==> src/rtl/otp_sched_if.sv <==
// Bundles the otp_sched control, pad-generator and block-RAM signals.
// The slave modport is the scheduler side; master is the SD FSM / OTP / RAM side.
interface otp_sched_if #(
  parameter int ADDR_W = 10,
  parameter int PAD_W  = 64
);
  logic              istart;
  logic              inew;
  logic              ogen_otp;
  logic              onew_otp;
  logic              iotp_ready;
  logic [PAD_W-1:0]  ipad;
  logic [ADDR_W-1:0] oaddr_rd;
  logic [3:0]        irdata;
  logic [ADDR_W-1:0] oaddr_wr;
  logic [3:0]        owdata;
  logic              owrite_en;
  logic              obusy;
  logic              odone;
  logic              otimeout;

  modport slave (
    input  istart, inew, iotp_ready, ipad, irdata,
    output ogen_otp, onew_otp, oaddr_rd, oaddr_wr, owdata, owrite_en, obusy, odone, otimeout
  );

  modport master (
    output istart, inew, iotp_ready, ipad, irdata,
    input  ogen_otp, onew_otp, oaddr_rd, oaddr_wr, owdata, owrite_en, obusy, odone, otimeout
  );
endinterface

==> src/rtl/otp_sched.sv <==
// otp_sched: XORs one receive-RAM block nibble-wise with a stream of OTP pad blocks
// into the transmit RAM. Define OTP_TIMEOUT_EN to bound the wait for each pad block.
module otp_sched #(
  parameter int ADDR_W  = 10,
  parameter int PAD_W   = 64
`ifdef OTP_TIMEOUT_EN
  , parameter int TIMEOUT = 4096
`endif
) (
  input  logic       iclk,
  input  logic       irst_n,
  otp_sched_if.slave bus
);
  localparam int NPAD  = PAD_W / 4;
  localparam int NIB_W = $clog2(NPAD);
  localparam int BLK_W = ADDR_W - NIB_W;

  typedef enum logic [2:0] {
    S_IDLE  = 3'd0,
    S_NEW   = 3'd1,
    S_REQ   = 3'd2,
    S_WAIT  = 3'd3,
    S_XOR   = 3'd4,
    S_DRAIN = 3'd5,
    S_DONE  = 3'd6
  } state_t;

  state_t            r_state;
  state_t            w_state_nxt;
  logic [BLK_W-1:0]  r_blk;
  logic [NIB_W-1:0]  r_nib;
  logic [NIB_W-1:0]  r_wsel;
  logic [PAD_W-1:0]  r_pad;
  logic [ADDR_W-1:0] r_waddr;
  logic              r_wen;
  logic              r_newo;
  logic              r_gen;
  logic              r_busy;
  logic              r_done;
  logic              w_newo;
  logic              w_gen;
  logic              w_busy;
  logic              w_done;
  logic              w_expire;
  logic              w_last_nib;
  logic              w_last_blk;

  assign w_last_nib = (r_nib == NIB_W'(NPAD - 1));
  assign w_last_blk = (r_blk == {BLK_W{1'b1}});

`ifdef OTP_TIMEOUT_EN
  localparam int CNT_W = $clog2(TIMEOUT + 1);
  logic [CNT_W-1:0] r_wait_cnt;

  // Ready in the expiry cycle wins, so expiry has to see the live iotp_ready.
  assign w_expire = (r_state == S_WAIT) && !bus.iotp_ready &&
                    (r_wait_cnt == CNT_W'(TIMEOUT - 1));

  always_ff @(posedge iclk or negedge irst_n) begin
    if (!irst_n) begin
      r_wait_cnt <= '0;
    end else if ((r_state == S_WAIT) && (w_state_nxt == S_WAIT)) begin
      r_wait_cnt <= r_wait_cnt + CNT_W'(1);
    end else begin
      r_wait_cnt <= '0;
    end
  end
`else
  assign w_expire = 1'b0;
`endif

  always_ff @(posedge iclk or negedge irst_n) begin
    if (!irst_n) begin
      r_state <= S_IDLE;
    end else begin
      r_state <= w_state_nxt;
    end
  end

  always_comb begin
    w_state_nxt = r_state;
    case (r_state)
      S_IDLE: begin
        if (bus.istart) begin
          w_state_nxt = bus.inew ? S_NEW : S_REQ;
        end else begin
          w_state_nxt = S_IDLE;
        end
      end
      S_NEW:  w_state_nxt = S_REQ;
      S_REQ:  w_state_nxt = S_WAIT;
      S_WAIT: begin
        if (bus.iotp_ready) begin
          w_state_nxt = S_XOR;
        end else if (w_expire) begin
          w_state_nxt = S_IDLE;
        end else begin
          w_state_nxt = S_WAIT;
        end
      end
      S_XOR: begin
        if (w_last_nib) begin
          w_state_nxt = S_DRAIN;
        end else begin
          w_state_nxt = S_XOR;
        end
      end
      S_DRAIN: begin
        if (w_last_blk) begin
          w_state_nxt = S_DONE;
        end else begin
          w_state_nxt = S_REQ;
        end
      end
      S_DONE:  w_state_nxt = S_IDLE;
      default: w_state_nxt = S_IDLE;
    endcase
  end

  // Pulses are decoded from the next state so the registered copies line up with the state.
  always_comb begin
    w_newo = 1'b0;
    w_gen  = 1'b0;
    w_done = 1'b0;
    w_busy = 1'b1;
    case (w_state_nxt)
      S_IDLE:  w_busy = 1'b0;
      S_NEW:   w_newo = 1'b1;
      S_REQ:   w_gen  = 1'b1;
      S_DONE:  w_done = 1'b1;
      default: w_busy = 1'b1;
    endcase
  end

  always_ff @(posedge iclk or negedge irst_n) begin
    if (!irst_n) begin
      r_newo <= 1'b0;
      r_gen  <= 1'b0;
      r_busy <= 1'b0;
      r_done <= 1'b0;
    end else begin
      r_newo <= w_newo;
      r_gen  <= w_gen;
      r_busy <= w_busy;
      r_done <= w_done;
    end
  end

  always_ff @(posedge iclk or negedge irst_n) begin
    if (!irst_n) begin
      r_blk   <= '0;
      r_nib   <= '0;
      r_wsel  <= '0;
      r_pad   <= '0;
      r_waddr <= '0;
      r_wen   <= 1'b0;
    end else begin
      r_wen   <= (r_state == S_XOR);
      r_waddr <= {r_blk, r_nib};
      r_wsel  <= r_nib;
      if ((r_state == S_WAIT) && bus.iotp_ready) begin
        r_pad <= bus.ipad;
      end
      if (r_state == S_XOR) begin
        r_nib <= r_nib + NIB_W'(1);
      end
      // The block counter only returns to 0 at the end of a block (or an abandoned wait).
      if ((r_state == S_DRAIN) && !w_last_blk) begin
        r_blk <= r_blk + BLK_W'(1);
      end else if ((r_state == S_DONE) || w_expire) begin
        r_blk <= '0;
      end
    end
  end

  assign bus.onew_otp  = r_newo;
  assign bus.ogen_otp  = r_gen;
  assign bus.obusy     = r_busy;
  assign bus.odone     = r_done;
  assign bus.otimeout  = w_expire;
  assign bus.oaddr_rd  = {r_blk, r_nib};
  assign bus.oaddr_wr  = r_waddr;
  assign bus.owrite_en = r_wen;
  assign bus.owdata    = r_wen ? (bus.irdata ^ r_pad[{r_wsel, 2'b00} +: 4]) : 4'h0;
endmodule

==> src/flat_wrapper.sv <==
// flat-port wrapper written by rule: the top's interface ports become plain ports
module otp_sched_flat 
#(
  parameter int ADDR_W  = 10,
  parameter int PAD_W   = 64

)
  (iclk, irst_n, bus_istart, bus_inew, bus_iotp_ready, bus_ipad, bus_irdata, bus_ogen_otp, bus_onew_otp, bus_oaddr_rd, bus_oaddr_wr, bus_owdata, bus_owrite_en, bus_obusy, bus_odone, bus_otimeout);
  otp_sched_if #(.ADDR_W(ADDR_W), .PAD_W(PAD_W)) bus_i ();
  input  logic iclk;
  input  logic irst_n;
  input wire logic [$bits(bus_i.istart)-1:0] bus_istart;
  input wire logic [$bits(bus_i.inew)-1:0] bus_inew;
  input wire logic [$bits(bus_i.iotp_ready)-1:0] bus_iotp_ready;
  input wire logic [$bits(bus_i.ipad)-1:0] bus_ipad;
  input wire logic [$bits(bus_i.irdata)-1:0] bus_irdata;
  output wire logic [$bits(bus_i.ogen_otp)-1:0] bus_ogen_otp;
  output wire logic [$bits(bus_i.onew_otp)-1:0] bus_onew_otp;
  output wire logic [$bits(bus_i.oaddr_rd)-1:0] bus_oaddr_rd;
  output wire logic [$bits(bus_i.oaddr_wr)-1:0] bus_oaddr_wr;
  output wire logic [$bits(bus_i.owdata)-1:0] bus_owdata;
  output wire logic [$bits(bus_i.owrite_en)-1:0] bus_owrite_en;
  output wire logic [$bits(bus_i.obusy)-1:0] bus_obusy;
  output wire logic [$bits(bus_i.odone)-1:0] bus_odone;
  output wire logic [$bits(bus_i.otimeout)-1:0] bus_otimeout;
  assign bus_i.istart = bus_istart;
  assign bus_i.inew = bus_inew;
  assign bus_i.iotp_ready = bus_iotp_ready;
  assign bus_i.ipad = bus_ipad;
  assign bus_i.irdata = bus_irdata;
  assign bus_ogen_otp = bus_i.ogen_otp;
  assign bus_onew_otp = bus_i.onew_otp;
  assign bus_oaddr_rd = bus_i.oaddr_rd;
  assign bus_oaddr_wr = bus_i.oaddr_wr;
  assign bus_owdata = bus_i.owdata;
  assign bus_owrite_en = bus_i.owrite_en;
  assign bus_obusy = bus_i.obusy;
  assign bus_odone = bus_i.odone;
  assign bus_otimeout = bus_i.otimeout;
  otp_sched #(.ADDR_W(ADDR_W), .PAD_W(PAD_W)) u_core (.iclk(iclk), .irst_n(irst_n), .bus(bus_i));
endmodule
==> config.mk <==
export PLATFORM = sky130hd
export DESIGN_NAME = otp_sched_flat
export DESIGN_NICKNAME = d
export VERILOG_FILES = /design/src/rtl/otp_sched_if.sv /design/src/rtl/otp_sched.sv /design/src/flat_wrapper.sv
export SDC_FILE = /design/constraint.sdc
export NUM_CORES = 1
export LEC_CHECK = 0
export BUFFER_PORTS_ARGS = -buffer_cell sky130_fd_sc_hd__buf_4
export CAP_MARGIN = 20
export CORE_MARGIN = 5
export CORE_UTILIZATION = 40
export DETAILED_ROUTE_END_ITERATION = 16
export PLACE_DENSITY = 0.61
export SLEW_MARGIN = 10
export SYNTH_ARGS = -nofsm -noshare
export SYNTH_HDL_FRONTEND = slang
export SYNTH_SLANG_ARGS = --single-unit
==> constraint.sdc <==
create_clock -name iclk -period 4.5 [get_ports iclk]
set_input_delay 0.225 -clock iclk [delete_from_list [all_inputs] [get_ports iclk]]
set_output_delay 0.225 -clock iclk [all_outputs]
set_load 0.1 [all_outputs]
; ---- Yosys cells after proc, flatten, opt, wreduce, memory -nomap -nowiden
; Index checks and enable logic that the tools add are counted.
[classes]
mux = 13
reduce_logical = 6
add_sub_neg = 2
bitwise_logic = 1
eq_ne = 11
n_shift = 1
[op_table]
columns = op, count
row1 = variable part select 64 x 7 -> 4 bit, 1
row2 = case mux 3 bit (6 select lines), 1
row3 = equality test 3 bit (second input constant), 4
row4 = two-way mux 6 bit, 2
row5 = equality test 3 x 2 -> 1 bit (second input constant), 3
row6 = two-way mux 3 bit, 3
row7 = adder 6 x 1 -> 6 bit (second input constant), 1
row8 = equality test 3 x 1 -> 1 bit (second input constant), 2
row9 = equality test 6 bit (second input constant), 1
row10 = zero test 3 bit, 2
row11 = two-way mux 1 bit, 5
row12 = adder 4 x 1 -> 4 bit (second input constant), 1
row13 = equality test 4 bit (second input constant), 1
row14 = two-way mux 4 bit, 1
row15 = XOR 4 bit, 1
row16 = logical AND 1 bit, 2
row17 = two-way mux 2 bit, 1
row18 = nonzero test 2 bit, 1
row19 = zero test 1 bit, 1
[word_totals]
elab_cells = 45
ff_bits = 96
out_inout_bits = 30

; ---- Logic depth before layout (Yosys ltp)
; Gate-level depths: netlist of run 1.
[depth]
ltp_word = 5
mapped_depth = 6
mapped_depth_nobuf = 5

; ---- Least setup slack after synthesis of run 1
; OpenSTA, ideal clock, no wires.
[synth_timing]
path_kind = register -> output
from = register u_core.bus.oaddr_wr[3] (netlist name)
to = output port bus_owdata[0]
arrival_time_ns = 3.279
path_slack_ns = 0.996
path_stages_with_launch = 7
cell_sequence = dfrtp_1 -> clkbuf_1 -> buf_1 -> mux4_2 -> mux4_2 -> xor2_1 -> and2_1
[synth_lines]
columns = element, line_no
row1 = end: declaration, flat_wrapper.sv:21  ; output wire logic [$bits(bus_i.owdata)-1:0] bus_owdata;

; ---- Final worst setup path of run 1
[layout_timing]
from = register u_core.r_wsel[2]
to = output port bus_owdata[2]
[layout_between]
elab_chain_len = 3
[layout_lines]
columns = element, line_no
row1 = start: declaration, otp_sched.sv:32  ; logic [NIB_W-1:0] r_wsel;
row2 = start signal: assignment, otp_sched.sv:160  ; r_wsel <= r_nib;
row3 = variable part select 64 x 7 -> 4 bit, otp_sched.sv:184  ; assign bus.owdata = r_wen ? (bus.irdata ^ r_pad[{r_wsel, 2'b00} +: 4]) : 4'h0;
row4 = XOR 4 bit, otp_sched.sv:184
row5 = two-way mux 4 bit, otp_sched.sv:184
; Every way passes these cells.

==> flow_metrics.py, run 1 <==
metrics = {
    "clocking": {
        "clock_latency_ps": 350,
        "cts-htree-levels": 3,
        "clock_sinks": 92,
        "postCtsSetupBuffers": 0,
        "cts_tree": "yes",
        "cts_buffer_depth": 2,
        "cts_buffers": 9,
        "ctsHoldBuffers": 1,
        "cts_resized": 0,
        "clk_root_buffer_cell": "clkbuf_8",
        "clk_pin_slew_ps": 90,
    },
    "critical_path": {
        "cp.buffers_inverters": 1,
        "crit_path_start_kind": "register",
        "crit_arrival_ps": 2970,
        "r2r_slack_ps": 2140,
        "cp_max_fo": 17,
        "reg2reg_depth": 4,
        "crit_path_frequent_cell": "mux4_2",
        "crit_chain": "mux4_2 -> mux4_2 -> xor2_1 -> and2_1 -> buf_4",
        "crit_start": "u_core.r_wsel[2]$_DFF_PN0_",
        "cp-end-kind": "primary output",
        "crit_required_ps": 4280,
        "criticalPathCategory": "reg -> out",
        "r2r_start": "u_core.r_state[1]$_DFF_PN0_",
        "cp_num_cells": 5,
        "slowest_stage": "dfrtp_1",
        "timing.rr.end": "u_core.r_pad[16]$_DFFE_PN0N_",
        "slowest_delay_ps": 970,
        "critPathTopFamily": "multiplexers",
    },
    "routing": {
        "dr.first_iter.drc_count": 102,
        "drc_errors": 0,
        "wl_per_cell_um": 18.0,
        "drt_pass1_iterations": 4,
        "wl_um": 9030,
        "ant_nets": 0,
        "avgViaCountPerCell": 5.07,
        "vias": 2540,
    },
    "die": {
        "coreArea_um2": 9770,
        "start_util_pct": 40.9,
        "pin_count": 103,
        "die_w_um": 110,
        "die_h_um": 110,
        "rows": 36,
        "dieArea_um2": 12100,
    },
    "pwr": {
        "ir_drop_mv": 0.772,
        "finalPower_w": 0.00362,
        "power_leakage_nw": 2.28,
        "power_density_nw_per_um2": 707,
    },
    "min_path": {
        "holdPathEnd": "u_core.r_pad[9]$_DFFE_PN0N_",
        "hp-start": "bus_ipad[9]",
        "whs_path_depth": 2,
        "hold_class": "in -> reg",
    },
    "sta": {
        "rsz0062_at_grt": "no",
        "finalHoldViolCount": 0,
        "clock.fmax_mhz": 313,
        "max-slew-margin-rel_pct": 37.3,
        "worst_pin_slew_ps": 940,
        "holdWs_ps": 98.9,
        "setup_violations": 0,
        "setup_tns_ps": 0,
        "clock-skew-final_ps": 8.12,
        "slew_viol_final": 0,
        "period_share_pct": 71.1,
        "min_period_ps": 3200,
    },
    "yosys": {
        "synth_top_area_cell": "dfrtp_1",
        "synth_seq_area_share_pct": 57.6,
        "synthCells": 265,
        "syn_area_um2": 4000,
        "synthFlopType": "dfrtp_1",
        "synth_edf_count": 0,
        "yosysUniqueCellTypes": 37,
        "synth.avg_cell_area_um2": 15.1,
        "async_flop_share_pct": 100,
        "ys_ff_latch": 92,
        "synth.top_cell.area_share_pct": 57.6,
        "mappedNetlistNets": 340,
        "yosys-top-cells-area": "dfrtp_1, mux2_2, mux4_2",
        "yosysWarnings": 0,
    },
    "status": {
        "outcome": "completed",
    },
    "placed_design": {
        "hpwlAfterDp_um": 6710,
        "gp_congestion": 0.821,
        "dp.cells": 485,
        "port_buffers": 101,
    },
    "global_route": {
        "grt_util_all_layers_pct": 15.5,
        "grt-ovfl-total": 0,
        "first_global_vias": 2692,
        "grt_pass1_wl_um": 13800,
        "antenna_found_initial": 0,
        "grt_max_degree": 66,
    },
    "final_layout": {
        "layout.cells.non_filler": 501,
        "final_net_count": 439,
        "fill_cells": 865,
        "drive_gt1_share_pct": 55.2,
        "area_growth_pct": 28.0,
        "antenna_cells": 0,
    },
    "job": {
        "max_cap_violations": 0,
    },
}
[worst max-delay path by stage]
| stage | endpoint | slack, ps |
|---|---|---|
| 2_1_floorplan | bus_owdata[0] | 1000 |
| 4_1_cts | bus_owdata[2] | 1240 |
| 3_3_place_gp | bus_owdata[3] | 1640 |
| 6_report | bus_owdata[2] | 1300 |
| 3_5_place_dp | bus_owdata[2] | 1630 |
| 5_1_grt | bus_owdata[2] | 1020 |
[kinds of logic (layout without fill, tap and decap cells)]
logic type                 after synthesis  count (layout)  share of synthesized area [%]
other                                    1               1                         0.0938
buffers and inverters                   20             123                           2.35
xor gates and xnor gates                 7               7                           1.53
and+or+nand+nor                         37              37                           4.82
DFF                                     92              92                           57.6
adders and majority gates                2               2                          0.626
muxes                                   85              85                           29.6
AOI/OAI and AO/OA                       21              21                           3.41
[report_power, final]
| group | switching, W | internal (W) |
|---|---|---|
| logic | 0.000778 | 0.000680 |
| registers | 0.000305 | 0.00119 |
| clock network | 0.000279 | 0.000382 |
[state kept, by name (all words and copies together), names as in the netlist]
register              cells
u_core.r_nib              4
u_core.bus.ogen_otp       1
u_core.bus.odone          1
u_core.r_wsel             3
u_core.r_blk              6
u_core.bus.obusy          1
u_core.bus.onew_otp       1
u_core.r_state            3
u_core.bus.oaddr_wr       7
u_core.bus.owrite_en      1
u_core.r_pad             64
[metal layers]
metal	wire length, µm	track usage [%]
met4	114	4.19
met3	673	5.30
met1	3590	18.8
met5	0	0
met2	4650	26.2
[Yosys cell counts (all sizes together), types with 2 or more instances]
cell type	n
buf	7
ha	2
nand3	4
and2	4
nor2	6
clkbuf	8
mux2	65
mux4	20
xnor2	2
nand2b	2
o31ai	2
xor2	5
o22ai	2
a31oi	3
o21ai	3
and3	2
nor4	2
nand2	8
a21oi	5
dfrtp	92
nor3	4
inv	5
[cells in the final DEF, fill, tap and decap left out, types with 5 or more instances in the layout]
master    synthesis  final
xor2_1            5      5
clkbuf_8          0     10
nor2_1            6      6
buf_4             2    102
mux2_2           65     65
inv_1             5      5
dfrtp_1          92     92
mux4_2           20     20
nand2_1           8      8
a21oi_1           5      5
[through the flow]
| stage | instance area [µm²] | setup WS (ps) | util [%] |
|---|---|---|---|
| 2_1_floorplan | 4000 | 996 | - |
| 5_1_grt | 5120 | 1020 | 52.3 |
| 6_report | 5120 | 1300 | 52.3 |
| 4_1_cts | 5120 | 1240 | 52.3 |
| 3_3_place_gp | 4870 | 1640 | 49.8 |
| 3_5_place_dp | 4870 | 1630 | 49.8 |
[area by class of cell]
cell class                      count  area [µm²]  area share, %
Multi-Input combinational cell    153        1610           31.5
Sequential cell                    92        2300           45.0
Timing Repair Buffer              103         776           15.2
Clock buffer                       11         141           2.76
Tap cell                          133         166           3.25
Clock inverter                      4        97.6           1.91
Inverter                            5        18.8          0.367
Power figures use the tool's default switching activity.
==> run 2: changes to the inputs <==
--- a/config.mk
+++ b/config.mk
@@ -10,7 +10,7 @@
 export CORE_MARGIN = 5
 export CORE_UTILIZATION = 40
 export DETAILED_ROUTE_END_ITERATION = 16
-export PLACE_DENSITY = 0.61
+export PLACE_DENSITY = 0.64
 export SLEW_MARGIN = 10
 export SYNTH_ARGS = -nofsm -noshare
 export SYNTH_HDL_FRONTEND = slang
==> constraint.sdc (replaced) <==
create_clock -name iclk -period 2.9 [get_ports iclk]
set_input_delay 0.145 -clock iclk [delete_from_list [all_inputs] [get_ports iclk]]
set_output_delay 0.145 -clock iclk [all_outputs]
set_load 0.1 [all_outputs]
==> run 2 against run 1 <==
Net effect:
- routed wire length fell by 1.3%
- highest routed layer unchanged
- worst setup slack got worse by 1100 ps
- core utilization rose by 0.17 points
- clock-buffer cell count did not move
- critical endpoint unchanged
- combinational power rose by 55%
- critical path depth did not move
==> flow_metrics.py, run 2 (synthesis gave the netlist of run 1 again) <==
metrics = {
    "sta": {
        "period_share_pct": 94.4,
        "finalHoldViolCount": 0,
        "max-slew-margin-rel_pct": 40.2,
        "clock-skew-final_ps": 12.6,
        "slew_viol_final": 0,
        "clock.fmax_mhz": 365,
        "setup_tns_ps": 0,
        "setup_violations": 0,
        "worst_pin_slew_ps": 896,
        "min_period_ps": 2740,
        "fin_ws_ps": 162,
        "rsz0062_at_grt": "no",
    },
    "pwr": {
        "ir_drop_mv": 0.712,
        "power_leakage_nw": 2.28,
        "power_density_nw_per_um2": 1050,
        "finalPower_w": 0.00538,
    },
    "die": {
        "die_w_um": 110,
        "die_h_um": 110,
        "rows": 36,
        "coreArea_um2": 9770,
        "start_util_pct": 40.9,
        "dieArea_um2": 12100,
        "pin_count": 103,
    },
    "routing": {
        "wl_per_cell_um": 17.5,
        "drc_errors": 0,
        "vias": 2559,
        "avgViaCountPerCell": 5.04,
        "drt_pass1_iterations": 4,
        "ant_nets": 0,
        "dr.first_iter.drc_count": 75,
        "wl_um": 8910,
    },
    "critical_path": {
        "crit_arrival_ps": 2590,
        "slowest_delay_ps": 630,
        "crit_required_ps": 2760,
        "reg2reg_depth": 4,
        "crit_chain": "mux4_2 -> mux4_2 -> xor2_1 -> and2_2 -> buf_4",
        "timing.rr.end": "u_core.r_pad[4]$_DFFE_PN0N_",
        "criticalPathCategory": "reg -> out",
        "crit_path_frequent_cell": "mux4_2",
        "r2r_start": "u_core.r_state[1]$_DFF_PN0_",
        "cp_max_fo": 17,
        "r2r_slack_ps": 580,
        "slowest_stage": "dfrtp_4",
        "cp-end-kind": "primary output",
        "crit_path_start_kind": "register",
    },
    "global_route": {
        "grt_util_all_layers_pct": 15.5,
        "antenna_found_initial": 0,
        "grt_pass1_wl_um": 13900,
        "grt_max_degree": 66,
        "first_global_vias": 2654,
        "grt-ovfl-total": 0,
    },
    "final_layout": {
        "regMostFlops": "u_core.r_pad",
        "drive_gt1_share_pct": 56.5,
        "antenna_cells": 0,
        "final_cell_mix": "buf_4, dfrtp_1, mux2_2",
        "largest_reg_flops": 64,
        "final_net_count": 445,
        "area_growth_pct": 28.4,
        "layout_commonest_cell": "buf_4",
    },
    "clocking": {
        "clock_sinks": 92,
        "clk_root_buffer_cell": "clkbuf_8",
        "cts-htree-levels": 3,
        "clock_latency_ps": 350,
        "postCtsSetupBuffers": 0,
        "cts_buffers": 9,
        "clk_pin_slew_ps": 90,
        "cts_buffer_depth": 2,
        "cts_tree": "yes",
    },
    "placed_design": {
        "port_buffers": 101,
        "gp_congestion": 0.815,
        "pre_cts_ws_ps": 398,
        "hpwlAfterDp_um": 6690,
    },
    "min_path": {
        "whs_path_depth": 2,
        "hp-start": "bus_ipad[41]",
        "hold_class": "in -> reg",
        "holdPathEnd": "u_core.r_pad[41]$_DFFE_PN0N_",
    },
    "status": {
        "outcome": "completed",
    },
    "job": {
        "max_cap_violations": 0,
    },
}
==> run 2: final cells by class <==
| type | count | area, µm² |
|---|---|---|
| clock buffer | 11 | 151 |
| clock inverter | 5 | 36.3 |
| fill | 838 | 4640 |
| inverter | 5 | 18.8 |
| multi-input combinational | 153 | 1620 |
| sequential | 92 | 2310 |
| tap | 133 | 166 |
| timing repair buffer | 109 | 833 |
==> run 2: stage by stage <==
step                cell area (µm²)  cells  util, %  hold WS [ps]
finish                         5130    508     52.5          23.0
global route                   5130    508     52.5        0.0189
CTS                            5080    503     52.0          3.98
detailed placement             4880    486     49.9           204
global placement               4880    486     49.9           203
floorplan                      4010    265        -          -151
==> run 2: metal layers <==
metal / GRT usage (%) / wire length, µm / vias to the layer above
li1: - / - / 1183
met1: 19.4 / 3650 / 1283
met2: 26.1 / 4510 / 85
met3: 5.01 / 647 / 8
met4: 3.74 / 108 / 0
met5: 0 / 0 / -
==> run 2: critical path, delay by kind of cell (launching register included) <==
| family | cells | cell delay [ps] |
|---|---|---|
| flops | 1 | 630 |
| mux | 2 | 1050 |
| buf+inv | 1 | 230 |
| simple gates | 1 | 180 |
| xor+xnor | 1 | 150 |
==> run 2: report_power, final <==
part | internal [W] | total (W) | switching [W]
logic | 0.00106 | 0.00227 | 0.00121
registers | 0.00185 | 0.00232 | 0.000465
clock network | 0.000358 | 0.000789 | 0.000431
total | 0.00327 | 0.00538 | 0.00210
==> run 2: repair_timing <==
| action | CTS | global route |
|---|---|---|
| hold endpoints to repair | 47 | 5 |
| hold buffers | 1 | 5 |
| setup endpoints to repair | 1 | 0 |
| resized for setup | 1 | 0 |
==> run 2: worst max path at each step <==
stage                                      from             to  depth (start not counted)
2_1_floorplan  u_core.bus.oaddr_wr[3]$_DFF_PN0_  bus_owdata[0]                          6
3_3_place_gp         u_core.r_wsel[2]$_DFF_PN0_  bus_owdata[3]                          5
3_5_place_dp         u_core.r_wsel[2]$_DFF_PN0_  bus_owdata[2]                          5
4_1_cts              u_core.r_wsel[2]$_DFF_PN0_  bus_owdata[2]                          5
5_1_grt              u_core.r_wsel[2]$_DFF_PN0_  bus_owdata[2]                          5
6_report             u_core.r_wsel[2]$_DFF_PN0_  bus_owdata[2]                          5
==> run 3: changes to the inputs <==
--- a/config.mk
+++ b/config.mk
@@ -5,12 +5,13 @@
 export SDC_FILE = /design/constraint.sdc
 export NUM_CORES = 1
 export LEC_CHECK = 0
+export ABC_AREA = 1
 export BUFFER_PORTS_ARGS = -buffer_cell sky130_fd_sc_hd__buf_4
 export CAP_MARGIN = 20
 export CORE_MARGIN = 5
 export CORE_UTILIZATION = 40
 export DETAILED_ROUTE_END_ITERATION = 16
-export PLACE_DENSITY = 0.64
+export PLACE_DENSITY = 0.63
 export SLEW_MARGIN = 10
 export SYNTH_ARGS = -nofsm -noshare
 export SYNTH_HDL_FRONTEND = slang
==> run 3 against run 2 <==
Net effect:
- power is 4.0% higher
- sequential cell count did not move
- clock power rose by 14%
- routed wire length is 22% higher
- clock-buffer cell count fell by 2
- via count up 46%
- core utilization is 3.1 points higher
- critical path depth grew 5
- clock skew decreased by 1.1 ps
- global-route usage increased by 2.1 points
- critical endpoint is now bus_owdata[3]
==> flow_metrics.py, run 3 <==
metrics = {
    "final_layout": {
        "layout_commonest_cell": "nand2_1",
        "layout.cells.non_filler": 804,
        "final_net_count": 738,
        "largest_reg_flops": 64,
        "antenna_cells": 0,
        "final_cell_mix": "nand2_1, buf_4, dfrtp_1",
        "regMostFlops": "u_core.r_pad",
        "drive_gt1_share_pct": 19.9,
        "area_growth_pct": 35.5,
        "utilization_pct": 55.6,
    },
    "critical_path": {
        "crit_arrival_ps": 2300,
        "crit_path_start_kind": "register",
        "cp_max_fo": 20,
        "crit_required_ps": 2760,
        "criticalPathCategory": "reg -> out",
        "cp-end-kind": "primary output",
    },
    "yosys": {
        "synth-compound-area-share_pct": 9.35,
        "synthFlopType": "dfrtp_1",
        "synth_seq_area_share_pct": 54.1,
        "synth_most_common_cell": "nand2_1",
        "synth.avg_cell_area_um2": 8.20,
        "synth-simple-area-share_pct": 24.2,
        "synth_top_family_by_area": "simple AND/OR/NAND/NOR gates",
        "ys_ff_latch": 92,
        "synthMuxAreaShare_pct": 0,
        "synth.top_cell.area_share_pct": 54.1,
        "yosys.area_share.adder_pct": 0.588,
        "yosysWarnings": 0,
        "async_flop_share_pct": 100,
        "synthCells": 519,
        "synth_top_area_cell": "dfrtp_1",
        "yosys.area_share.xor_xnor_pct": 1.03,
        "yosysUniqueCellTypes": 27,
        "synth_commonest_cells": "nand2_1, dfrtp_1, inv_1, o21ai_0, nand3_1",
        "yosys-top-cells-area": "dfrtp_1, nand2_1, o21ai_0",
        "mappedNetlistNets": 594,
        "synth_edf_count": 0,
        "syn_area_um2": 4260,
    },
    "die": {
        "die_w_um": 113,
        "start_util_pct": 41.0,
        "die_h_um": 113,
        "rows": 37,
        "pin_count": 103,
        "dieArea_um2": 12800,
        "coreArea_um2": 10400,
    },
    "sta": {
        "min_period_ps": 2440,
        "max-slew-margin-rel_pct": 49.7,
        "fin_ws_ps": 457,
        "worst_pin_slew_ps": 755,
        "setup_tns_ps": 0,
        "finalHoldViolCount": 0,
        "period_share_pct": 84.2,
        "setup_violations": 0,
        "slew_viol_final": 0,
        "clock.fmax_mhz": 409,
        "clock-skew-final_ps": 11.5,
        "rsz0062_at_grt": "no",
    },
    "pwr": {
        "p_int_w": 0.00300,
        "switchingPower_w": 0.00260,
        "power_density_nw_per_um2": 970,
        "p_comb_share_pct": 46.2,
        "power_leakage_nw": 2.90,
        "pwr-share-clk_pct": 16.0,
        "ir_drop_mv": 0.833,
        "pwr-share-seq_pct": 37.8,
        "p_sw_share_pct": 46.4,
    },
    "clocking": {
        "cts_buffers": 9,
        "postCtsSetupBuffers": 0,
        "clock_latency_ps": 360,
        "clk_root_buffer_cell": "clkbuf_8",
        "clock_sinks": 92,
        "cts-htree-levels": 3,
        "cts_buffer_depth": 2,
        "cts_tree": "yes",
        "clk_pin_slew_ps": 100,
    },
    "placed_design": {
        "pre_cts_ws_ps": 835,
        "port_buffers": 101,
        "dp.cells": 737,
        "hpwlAfterDp_um": 7730,
        "gp_congestion": 0.872,
    },
    "status": {
        "outcome": "completed",
    },
    "job": {
        "max_cap_violations": 0,
    },
    "routing": {
        "drc_errors": 0,
        "ant_nets": 0,
        "wl_um": 10900,
        "wl_per_cell_um": 13.6,
        "drt_pass1_iterations": 4,
        "avgViaCountPerCell": 4.64,
        "vias": 3730,
        "dr.first_iter.drc_count": 215,
    },
    "global_route": {
        "antenna_found_initial": 0,
        "grt_max_degree": 114,
        "grt_pass1_wl_um": 18200,
        "grt-ovfl-total": 0,
        "first_global_vias": 3774,
        "grt_util_all_layers_pct": 17.6,
    },
    "min_path": {
        "hold_class": "in -> reg",
    },
}
==> run 3: final cells by class <==
class | count | area [µm²]
Multi-Input combinational cell | 334 | 1510
Timing Repair Buffer | 157 | 1320
Clock inverter | 7 | 82.6
Fill cell | 981 | 4600
Tap cell | 136 | 170
Clock buffer | 9 | 124
Inverter | 69 | 259
Sequential cell | 92 | 2300
==> run 3: routing by layer <==
| metal | global-route usage (%) | up-vias | routed length (µm) |
|---|---|---|---|
| li1 | - | 1912 | - |
| met1 | 23.6 | 1704 | 5010 |
| met2 | 27.6 | 94 | 5040 |
| met3 | 4.71 | 20 | 625 |
| met4 | 6.01 | 0 | 238 |
| met5 | 0 | - | 0 |
==> run 3: path summary, 6_finish.rpt <==
path                       slack (ps)                          endpoint                         from  cells after the start
setup / recovery                  460                     bus_owdata[3]   u_core.r_wsel[0]$_DFF_PN0_                     10
hold / removal                     10      u_core.r_pad[33]$_DFFE_PN0N_                 bus_ipad[33]                      3
setup reg to reg                 1280     u_core.bus.ogen_otp$_DFF_PN0_  u_core.r_state[1]$_DFF_PN0_                      6
hold reg to reg                   440  u_core.bus.oaddr_wr[8]$_DFF_PN0_  u_core.r_blk[4]$_DFFE_PN0P_                      0
max in group asynchronous        1780       u_core.r_blk[5]$_DFFE_PN0P_                       irst_n                      3
min in group asynchronous         390      u_core.r_pad[31]$_DFFE_PN0N_                       irst_n                      2
==> run 3: repair_timing <==
action / CTS / global route
hold endpoints to repair: 108 / 0
hold buffers: 51 / 0
resized for setup: 0 / 0
endpoints found under the setup margin: 0 / 0
==> run 3: cell families (layout without fill, tap and decap cells) <==
group / count (synthesis) / after routing
AO/OA/AOI/OAI: 76 / 76
XOR/XNOR: 5 / 5
adder cells (fa/ha/maj): 2 / 2
buffers and inverters: 93 / 242
flip-flops: 92 / 92
other: 1 / 1
AND/OR/NAND/NOR: 250 / 250
==> run 3: worst max-delay path, cell delays in order, from the launching register on <==
cell and delay (ps):
dfrtp_1 590, buf_4 300, nand2_1 80, o21ai_0 100, nand2_1 100, nand3_1 90, nand3_1 90, nand3_1 90
nand2_1 70, nor2_2 120, buf_4 300
==> run 3: per-stage QoR <==
stage               hold slack (ps)  cell area [µm²]  power (W)
floorplan                      -151             4270    0.00411
global placement                262             5050    0.00463
detailed placement              270             5050    0.00468
CTS                           0.499             5770    0.00565
global route                   5.61             5770    0.00603
finish                         10.9             5770    0.00559
==> run 3: power groups by stage <==
stage / clock (W) / sequential, W / combinational [W]
2_1_floorplan: 0 / 0.00262 / 0.00148
3_3_place_gp: 0 / 0.00213 / 0.00250
3_5_place_dp: 0 / 0.00214 / 0.00253
4_1_cts: 0.000927 / 0.00212 / 0.00260
5_1_grt: 0.000966 / 0.00218 / 0.00289
6_report: 0.000896 / 0.00211 / 0.00258
